`src/rtl/alu_sequencer.sv`:
```
// alu_sequencer
// Sequences 8-bit ALU commands. It powers up the external ALU and issues one
// operation at a time. It then captures the ALU result and its error flag, and
// returns them as a one-cycle res_valid pulse. The ISSUE to res_valid latency
// is three cycles.
//
// Ports
//   clk, rst                   clock, synchronous active-high reset
//   cmd_valid/cmd_ready        command handshake; a command is accepted when
//                              both are high at a clock edge
//   cmd_op, cmd_chain,         opcode (AND,OR,NOT,XOR,ADD,SUB,MULT,CLEAR),
//   cmd_a, cmd_b               chain select, operands A and B
//   alu_on, alu_in_sel,        drive to the ALU: power, one-hot {persist,load,reset},
//   alu_num1, alu_num2,        operands, one-hot {and,or,not,xor,add,sub,mult}
//   alu_out_sel
//   alu_result, alu_state      ALU response (state 00 off, 01 ready, 10 run, 11 error)
//   res_valid, res_data,       result pulse, held result data, and error
//   res_err                    (res_err is qualified by res_valid)
//   busy                       low only when idle with nothing queued
//
// Build option
//   ALU_SEQ_FIFO_EN  When defined, a FIFO_DEPTH-entry command FIFO is used,
//                    with cmd_ready = !full. When undefined, there is a single
//                    holding register, and commands are accepted only in IDLE.
//
// state   | meaning
// PWRUP   | ALU powered and held in reset until it reports ready
// IDLE    | waiting for a command
// ISSUE   | operands and operation presented, ALU loads (CLEAR resets it)
// CAPTURE | ALU result registered
// CHECK   | ALU error status sampled
// DONE    | result published for one cycle
module alu_sequencer #(
    parameter int FIFO_DEPTH = 4
) (
    input  logic       clk,
    input  logic       rst,
    input  logic       cmd_valid,
    output logic       cmd_ready,
    input  logic [2:0] cmd_op,
    input  logic       cmd_chain,
    input  logic [7:0] cmd_a,
    input  logic [7:0] cmd_b,
    output logic       alu_on,
    output logic [2:0] alu_in_sel,
    output logic [7:0] alu_num1,
    output logic [7:0] alu_num2,
    output logic [6:0] alu_out_sel,
    input  logic [7:0] alu_result,
    input  logic [1:0] alu_state,
    output logic       res_valid,
    output logic [7:0] res_data,
    output logic       res_err,
    output logic       busy
);

    localparam logic [2:0] OP_CLEAR    = 3'd7;
    localparam logic [1:0] ALU_OFF     = 2'b00;
    localparam logic [1:0] ALU_READY   = 2'b01;
    localparam logic [1:0] ALU_RUN_ERR = 2'b11;
    localparam int         CMD_W       = 20;

    typedef enum logic [2:0] {PWRUP, IDLE, ISSUE, CAPTURE, CHECK, DONE} stateT;

    stateT            state, nextState;
    logic             rstQ;
    logic             takeCmd, cmdAvail, cmdQueued, aluOff;
    logic [CMD_W-1:0] cmdWord, headCmd;
    logic [2:0]       curOp;
    logic             curChain;
    logic [7:0]       curA, curB;
    logic [7:0]       captureQ, resDataQ, chainQ, opA;
    logic             resErrQ;
    logic [6:0]       opSel;

    assign aluOff  = (alu_state == ALU_OFF);
    assign cmdWord = {cmd_op, cmd_chain, cmd_a, cmd_b};

`ifdef ALU_SEQ_FIFO_EN
    localparam int PTR_W = $clog2(FIFO_DEPTH);

    logic [CMD_W-1:0] fifoMem [FIFO_DEPTH];
    logic [PTR_W-1:0] wrPtr, rdPtr;
    logic [PTR_W:0]   fifoCount;
    logic             fifoFull, fifoEmpty, enq;

    assign fifoFull  = (fifoCount == (PTR_W+1)'(FIFO_DEPTH));
    assign fifoEmpty = (fifoCount == '0);
    assign cmd_ready = !rstQ && !fifoFull;
    assign enq       = cmd_valid && cmd_ready;
    assign cmdAvail  = !fifoEmpty;
    assign cmdQueued = !fifoEmpty;
    assign headCmd   = fifoMem[rdPtr];

    always_ff @(posedge clk) begin
        if (enq) fifoMem[wrPtr] <= cmdWord;
    end

    // The depth is a power of two, so the pointers wrap naturally.
    always_ff @(posedge clk) begin
        if (rst) begin
            wrPtr     <= '0;
            rdPtr     <= '0;
            fifoCount <= '0;
        end else begin
            if (enq)     wrPtr <= wrPtr + PTR_W'(1);
            if (takeCmd) rdPtr <= rdPtr + PTR_W'(1);
            case ({enq, takeCmd})
                2'b10:   fifoCount <= fifoCount + (PTR_W+1)'(1);
                2'b01:   fifoCount <= fifoCount - (PTR_W+1)'(1);
                default: fifoCount <= fifoCount;
            endcase
        end
    end
`else
    // Without the FIFO, the accepted command goes straight into the command
    // register. The command is refused while the ALU reports off, because
    // that cycle aborts to PWRUP. The FIFO_DEPTH term is always true for any
    // legal depth; the depth has no other effect in this build.
    assign cmd_ready = !rstQ && (state == IDLE) && !aluOff && (FIFO_DEPTH > 0);
    assign cmdAvail  = cmd_valid && cmd_ready;
    assign cmdQueued = 1'b0;
    assign headCmd   = cmdWord;
`endif

    always_ff @(posedge clk) begin
        if (rst) state <= PWRUP;
        else     state <= nextState;
    end

    always_comb begin
        nextState = state;
        takeCmd   = 1'b0;
        case (state)
            PWRUP:   if (!rstQ && alu_state == ALU_READY) nextState = IDLE;
            IDLE: begin
                if (aluOff) begin
                    nextState = PWRUP;
                end else if (cmdAvail) begin
                    nextState = ISSUE;
                    takeCmd   = 1'b1;
                end
            end
            ISSUE:   nextState = aluOff ? PWRUP : CAPTURE;
            CAPTURE: nextState = aluOff ? PWRUP : CHECK;
            CHECK:   nextState = aluOff ? PWRUP : DONE;
            DONE: begin
                if (aluOff) begin
                    nextState = PWRUP;
                end else if (cmdAvail) begin
                    nextState = ISSUE;
                    takeCmd   = 1'b1;
                end else begin
                    nextState = IDLE;
                end
            end
            default: nextState = PWRUP;
        endcase
    end

    assign opA      = curChain ? chainQ : curA;
    assign opSel    = (curOp == OP_CLEAR) ? 7'b0 : (7'b1000000 >> curOp);
    assign res_data = resDataQ;
    assign res_err  = resErrQ;

    // All ALU drive stays low for the cycle after any reset edge. The ALU is
    // only powered once the first clock edge with rst low has been seen.
    always_comb begin
        alu_on      = 1'b0;
        alu_in_sel  = 3'b000;
        alu_num1    = 8'h00;
        alu_num2    = 8'h00;
        alu_out_sel = 7'b0;
        res_valid   = 1'b0;
        busy        = 1'b1;
        if (!rstQ) begin
            alu_on = 1'b1;
            case (state)
                PWRUP: alu_in_sel = 3'b001;
                IDLE:  busy = cmdQueued;
                ISSUE: begin
                    alu_in_sel  = (curOp == OP_CLEAR) ? 3'b001 : 3'b010;
                    alu_num1    = opA;
                    alu_num2    = curB;
                    alu_out_sel = opSel;
                end
                CAPTURE, CHECK: begin
                    alu_num1    = opA;
                    alu_num2    = curB;
                    alu_out_sel = opSel;
                end
                DONE:    res_valid = !aluOff;
                default: ;
            endcase
        end
    end

    always_ff @(posedge clk) begin
        if (rst) begin
            rstQ     <= 1'b1;
            curOp    <= 3'd0;
            curChain <= 1'b0;
            curA     <= 8'h00;
            curB     <= 8'h00;
            captureQ <= 8'h00;
            resDataQ <= 8'h00;
            resErrQ  <= 1'b0;
            chainQ   <= 8'h00;
        end else begin
            rstQ <= 1'b0;
            if (takeCmd) {curOp, curChain, curA, curB} <= headCmd;
            if (state == CAPTURE) captureQ <= (curOp == OP_CLEAR) ? 8'h00 : alu_result;
            // A failed operation must not feed a later chained command.
            if (state == CHECK && nextState == DONE) begin
                resDataQ <= captureQ;
                resErrQ  <= (alu_state == ALU_RUN_ERR);
                chainQ   <= (alu_state == ALU_RUN_ERR) ? 8'h00 : captureQ;
            end
        end
    end

endmodule
```
`config.mk`:
```
export PLATFORM = sky130hd
export DESIGN_NAME = alu_sequencer
export DESIGN_NICKNAME = d
export VERILOG_FILES = /design/src/rtl/alu_sequencer.sv
export SDC_FILE = /design/constraint.sdc
export NUM_CORES = 1
export LEC_CHECK = 0
export ABC_AREA = 0
export BUFFER_PORTS_ARGS = -buffer_cell sky130_fd_sc_hd__clkbuf_2
export CAP_MARGIN = 20
export CORE_AREA = 2 2 77 79
export CTS_CLUSTER_SIZE = 16
export DETAILED_ROUTE_END_ITERATION = 8
export DIE_AREA = 0 0 79 81
export GPL_ROUTABILITY_DRIVEN = 0
export HOLD_SLACK_MARGIN = 0.06
export PLACE_DENSITY = 0.66
export SYNTH_ARGS = -nofsm -noshare
export SYNTH_HDL_FRONTEND = slang
export SYNTH_SLANG_ARGS = --single-unit
```
`constraint.sdc`:
```
create_clock -name clk -period 6 [get_ports clk]
set_input_delay 1.5 -clock clk [delete_from_list [all_inputs] [get_ports clk]]
set_output_delay 1.5 -clock clk [all_outputs]
set_load 0.005 [all_outputs]
```
==> results of run 1 <==
synthesized netlist by cell type, types with 2 or more instances:
library cell / number / area [um2]
sky130_fd_sc_hd__dfxtp_1: 49 / 981
sky130_fd_sc_hd__nand2_1: 44 / 165
sky130_fd_sc_hd__mux2i_1: 28 / 280
sky130_fd_sc_hd__inv_1: 17 / 63.8
sky130_fd_sc_hd__o32ai_1: 17 / 149
sky130_fd_sc_hd__clkbuf_1: 12 / 45.0
sky130_fd_sc_hd__nor2_1: 12 / 45.0
sky130_fd_sc_hd__nor3_1: 11 / 55.1
sky130_fd_sc_hd__nand2b_1: 10 / 62.6
sky130_fd_sc_hd__a31o_2: 8 / 70.1
sky130_fd_sc_hd__and2_1: 8 / 50.1
sky130_fd_sc_hd__buf_2: 4 / 20.0
sky130_fd_sc_hd__nor4b_1: 4 / 35.0
sky130_fd_sc_hd__buf_6: 3 / 33.8
sky130_fd_sc_hd__and4b_1: 2 / 20.0
sky130_fd_sc_hd__nor4_1: 2 / 12.5
flip-flops by register name, indices dropped and copies added (netlist names):
register and cells:
captureQ 8, chainQ 8, curA 8, curB 8, curChain 1, curOp 3
res_data 8, res_err 1, rstQ 1, state 3
metal layers:
layer | vias to the layer above | routed length [um]
met5 | - | 0
met3 | 5 | 289
met2 | 57 | 2080
li1 | 982 | -
met1 | 874 | 2430
met4 | 0 | 44
cell usage in the layout, fill, tap and decap left out, drive strengths merged, types with 4 or more instances in the layout:
cell / n
a31o: 8
and2: 8
clkbuf: 76
dfxtp: 49
inv: 18
mux2i: 28
nand2: 44
nand2b: 10
nor2: 13
nor3: 11
nor4b: 4
o32ai: 17
per-stage QoR:
stage	hold slack, ps	cells	area, um2
4_1_cts	457	386	2720
6_report	457	386	2720
5_1_grt	470	386	2720
3_5_place_dp	442	378	2600
3_3_place_gp	438	378	2600
2_1_floorplan	430	252	2250
worst register-to-register path, stage by stage (launching register included):
cell and delay [ps]:
sky130_fd_sc_hd__dfxtp_1 470, sky130_fd_sc_hd__or4b_4 530, sky130_fd_sc_hd__nor3b_4 180, sky130_fd_sc_hd__buf_4 360
sky130_fd_sc_hd__mux2i_1 250
cell type report:
cell class                      count  area (um2)
Fill cell                         590        2960
Multi-Input combinational cell    164        1090
Sequential cell                    49         981
Timing Repair Buffer               72         365
Tap cell                           75        93.8
Clock buffer                        6        82.6
Inverter                           18        67.6
Clock inverter                      2        37.5
report_power, final:
part / internal (uW) / switching [uW]
logic: 17.5 / 21.5
registers: 328 / 4.20
clock network: 136 / 109
total: 481 / 135
cells by family (layout without fill, tap and decap cells):
kind of cell    after synthesis  in the layout  synth area share, %
mux                          28             28                 12.5
simple gates                101            101                 23.1
compound gates               33             33                 12.4
buf+inv                      39             98                 7.89
other cells                   1              1                0.167
xor+xnor                      1              1                0.389
flops                        49             49                 43.6
path summary, 6_finish.rpt:
path | end | slack (ps) | from
hold / removal | curB[6] | 460 | curB[6]
hold reg to reg | curB[6] | 460 | curB[6]
setup / recovery | alu_out_sel[2] | 2190 | state[2]
setup reg to reg | curB[5] | 4140 | state[0]
==> impl_metrics.json, run 1 <==
{
  "drv.max_cap_violation_count": 0,
  "power_leakage_uw": 0.00110,
  "clock-sinks": 49,
  "drt_iter0_markers": 52,
  "period_share_pct": 63.5,
  "grt_first_pass_wirelength_um": 7810,
  "cts_max_path_buffers": 2,
  "worstSkewPairLatency_ps": 300,
  "dp_hpwl_um": 3430,
  "slew_at_the_pin_closest_to_its_max_slew_limit_ps": 813,
  "crit_chain": "or3b_2 -> a21o_1 -> nor4b_1 -> clkbuf_2",
  "grt_util_met2_pct": 24.2,
  "chipHeight_um": 81,
  "timing.critical_path.slowest_stage_cell": "sky130_fd_sc_hd__or3b_2",
  "report.power.total_uw": 616,
  "fp.coreArea_um2": 5680,
  "netlist-cell-type-count": 37,
  "routed_wl_um": 4850,
  "grt_overflow": 0,
  "die-area_um2": 6400,
  "power_density_nw_per_um2": 226,
  "synthesis.yosys.warnings": 0,
  "count_of_unresolved_drc_violations_after_routing": 0,
  "cts.clk_slew.worst_paths_ps": 80,
  "endpoint_kind": "primary output",
  "setup_slack_ps": 2190,
  "drt_pre_antenna_iters": 4,
  "finish.utilization_pct": 47.9,
  "final_hold_viol_count": 0,
  "slew_headroom_pct": 45.7,
  "first_global_vias": 1656,
  "clock-root-buffer": "sky130_fd_sc_hd__clkbuf_8",
  "ys_ff_latch": 49,
  "track_usage_pct": 15.4,
  "arrival_ps": 2310,
  "global_route.usage.met3_pct": 3.44,
  "synth-seq-area-share_pct": 43.6,
  "critical_path_peak_fanout": 13,
  "start_util_pct": 39.7,
  "async_reset_ff_share_pct": 0,
  "num_io_pins": 72,
  "path_buf_inv": 1,
  "reg2regPathDepth": 4,
  "global_route.peak_usage_layer": "met2",
  "timing.final.setup_violations": 0,
  "cp_num_cells": 4,
  "final.min_clock_period_ps": 3810,
  "syn_inst": 252,
  "route.vias.total": 1918,
  "cts-buffers-inserted": 5,
  "htreeDepth": 2,
  "grt_max_degree": 51,
  "skew_ps": 6.40,
  "setup_repair_after_global_routing_missed_its_margin": "false",
  "worst_hold_path.num_cells": 2,
  "cts_tree": "yes",
  "via_per_inst": 4.97,
  "count_of_flip_flops_with_a_built_in_enable_after_synthesis": 0,
  "syn-num-nets": 285,
  "final_max_slew_viol_count": 0,
  "syn_avg_cell_area_um2": 8.93,
  "post_drt_antenna_nets": 0,
  "synth_flop_cell": "sky130_fd_sc_hd__dfxtp_1",
  "result_of_the_run": "completed",
  "hold_path.class": "reg -> reg",
  "synth.cell_area_um2": 2250,
  "port-buffer-count": 70,
  "post_cts_resized": 0,
  "diodes": 0,
  "post_cts.repair.setup_buffers": 0,
  "post_cts_hold_buffer_count": 0,
  "max-vdd-ir-drop_mv": 0.132,
  "routed_wire_length_per_instance_um": 12.6,
  "antenna_violations_before_repair": 0,
  "standard_cell_row_count": 28,
  "setup_total_negative_slack_ps": 0,
  "cp_data_required_time_ps": 4500,
  "timing.critical_path.slowest_cell_delay_ps": 610,
  "crit_path_launch_type": "flop",
  "area.growth.synth_to_final_pct": 20.8,
  "crit_type": "reg -> out",
  "die_width_um": 79,
  "final_layout_size_suffix_gt1_share_pct": 30.2,
  "critical-path-top-delay-family": "simple AND/OR/NAND/NOR gates",
  "global_route.usage.met1_pct": 21.1,
  "pre_cts_ws_ps": 2220,
  "maxClockFrequency_mhz": 262,
  "finalNetCount": 343
}
Note: power is estimated with default switching activity, not from simulation.
==> inputs of run 2 (changes only) <==
--- a/config.mk
+++ b/config.mk
@@ -14,7 +14,7 @@
 export DIE_AREA = 0 0 79 81
 export GPL_ROUTABILITY_DRIVEN = 0
 export HOLD_SLACK_MARGIN = 0.06
-export PLACE_DENSITY = 0.66
+export PLACE_DENSITY = 0.69
 export SYNTH_ARGS = -nofsm -noshare
 export SYNTH_HDL_FRONTEND = slang
 export SYNTH_SLANG_ARGS = --single-unit
==> constraint.sdc (replaced) <==
create_clock -name clk -period 3.5 [get_ports clk]
set_input_delay 0.875 -clock clk [delete_from_list [all_inputs] [get_ports clk]]
set_output_delay 0.875 -clock clk [all_outputs]
set_load 0.005 [all_outputs]
==> impl_metrics.json, run 2 (synthesis gave the netlist of run 1 again) <==
{
  "endpoint_kind": "primary output",
  "endpoint_of_the_worst_register_to_register_path": "curB[5]",
  "chipHeight_um": 81,
  "start_util_pct": 39.7,
  "layout.cells.most_common_list": "sky130_fd_sc_hd__clkbuf_2 (70), sky130_fd_sc_hd__dfxtp_1 (49), sky130_fd_sc_hd__nand2_1 (44), sky130_fd_sc_hd__mux2i_1 (28)",
  "maxClockFrequency_mhz": 316,
  "count_of_unresolved_drc_violations_after_routing": 0,
  "crit_start": "state[2]",
  "num_io_pins": 72,
  "hold_path.class": "reg -> reg",
  "die_width_um": 79,
  "port-buffer-count": 70,
  "setup_total_negative_slack_ps": 0,
  "grt_max_degree": 51,
  "p_clk_share_pct": 34.2,
  "die-area_um2": 6400,
  "period_share_pct": 90.4,
  "drv.max_cap_violation_count": 0,
  "result_of_the_run": "completed",
  "worstSkewPairLatency_ps": 300,
  "cts_max_path_buffers": 2,
  "slew_at_the_pin_closest_to_its_max_slew_limit_ps": 783,
  "drt_pre_antenna_iters": 4,
  "final_max_slew_viol_count": 0,
  "diodes": 0,
  "hold_slack_ps": 455,
  "layout.cell_area.non_filler_um2": 2690,
  "grt_overflow": 0,
  "final.min_clock_period_ps": 3160,
  "first_global_vias": 1756,
  "clock-root-buffer": "sky130_fd_sc_hd__clkbuf_8",
  "track_usage_pct": 15.7,
  "power_switching_share_pct": 24.0,
  "htreeDepth": 2,
  "cts_tree": "yes",
  "fp.coreArea_um2": 5680,
  "timing.final.setup_violations": 0,
  "grt_first_pass_wirelength_um": 7920,
  "crit_type": "reg -> out",
  "arrival_ps": 2290,
  "routed_wire_length_per_instance_um": 12.8,
  "post_cts.repair.setup_buffers": 0,
  "rrSetupSlack_ps": 1630,
  "area.growth.synth_to_final_pct": 19.3,
  "placedInstanceArea_um2": 2600,
  "skew_ps": 6.84,
  "power_frac_seq_pct": 58.9,
  "drt_iter0_markers": 63,
  "setup.worst_path.end": "alu_out_sel[2]",
  "switching_power_uw": 232,
  "internal-power_uw": 735,
  "cp_data_required_time_ps": 2620,
  "layout_commonest_cell": "sky130_fd_sc_hd__clkbuf_2",
  "via_per_inst": 4.99,
  "crit_path_launch_type": "flop",
  "reg2regPathDepth": 4,
  "dp_hpwl_um": 3530,
  "power_leakage_uw": 0.00109,
  "route.vias.total": 1926,
  "post_cts_hold_buffer_count": 0,
  "post_cts_resized": 0,
  "pre_cts_ws_ps": 692,
  "standard_cell_row_count": 28,
  "routed_wl_um": 4960,
  "critical_path_peak_fanout": 13,
  "cts.clk_slew.worst_paths_ps": 90,
  "slew_headroom_pct": 47.7,
  "power_density_nw_per_um2": 360,
  "rr_startpoint": "state[0]",
  "filler_cells_inserted": 582,
  "power.combinational.fraction_pct": 6.9,
  "cts-buffers-inserted": 5,
  "final_hold_viol_count": 0,
  "antenna_violations_before_repair": 0,
  "max-vdd-ir-drop_mv": 0.178,
  "finalNetCount": 343,
  "clock-sinks": 49,
  "setup_slack_ps": 335,
  "setup_repair_after_global_routing_missed_its_margin": "false",
  "post_drt_antenna_nets": 0,
  "final_layout_size_suffix_gt1_share_pct": 29.9
}
-- run 2: through the flow --
step	util [%]	cells	power, uW
floorplan	-	252	622
global placement	45.8	378	649
detailed placement	45.8	378	650
global route	47.3	386	1010
CTS	47.3	386	981
finish	47.3	386	967
-- run 2: how the worst min path moves through the flow --
| stage | startpoint | end | slack [ps] | depth (start not counted) |
|---|---|---|---|---|
| after global routing | curB[7] | curB[7] | 470 | 2 |
| after CTS | curB[4] | curB[4] | 460 | 2 |
| final | curB[4] | curB[4] | 450 | 2 |
| after floorplan | curB[0] | curB[0] | 430 | 2 |
| after detailed placement | curB[4] | curB[4] | 440 | 2 |
| after global placement | curB[1] | curB[1] | 440 | 2 |
-- run 2: routing by layer --
layer	share of wire, %	track usage (%)	vias to the layer above
met5	0	0	-
met4	0.69	3.62	0
met3	6.9	4.44	5
met2	46	26.6	67
met1	46	19.8	870
li1	-	-	984
-- run 2: power groups by stage --
stage | Clock (uW) | Sequential, uW | Combinational [uW]
global placement | 0 | 582 | 66.9
floorplan | 0 | 579 | 43.3
global route | 366 | 571 | 74.6
CTS | 344 | 569 | 67.9
detailed placement | 0 | 582 | 67.6
finish | 331 | 569 | 66.6
-- run 2: final cells by class --
| type | count | area [um2] | area share, % |
|---|---|---|---|
| clock buffer | 6 | 72.6 | 2.70 |
| clock inverter | 2 | 13.8 | 0.512 |
| inverter | 18 | 67.6 | 2.52 |
| multi-input combinational | 164 | 1090 | 40.7 |
| sequential | 49 | 981 | 36.5 |
| tap | 75 | 93.8 | 3.49 |
| timing repair buffer | 72 | 365 | 13.6 |
-- run 2: worst max-delay path, stage by stage, from the launching register on --
cell	delay (ps)
sky130_fd_sc_hd__dfxtp_1	480
sky130_fd_sc_hd__or3b_2	620
sky130_fd_sc_hd__a21o_1	380
sky130_fd_sc_hd__nor4b_1	350
sky130_fd_sc_hd__clkbuf_2	160
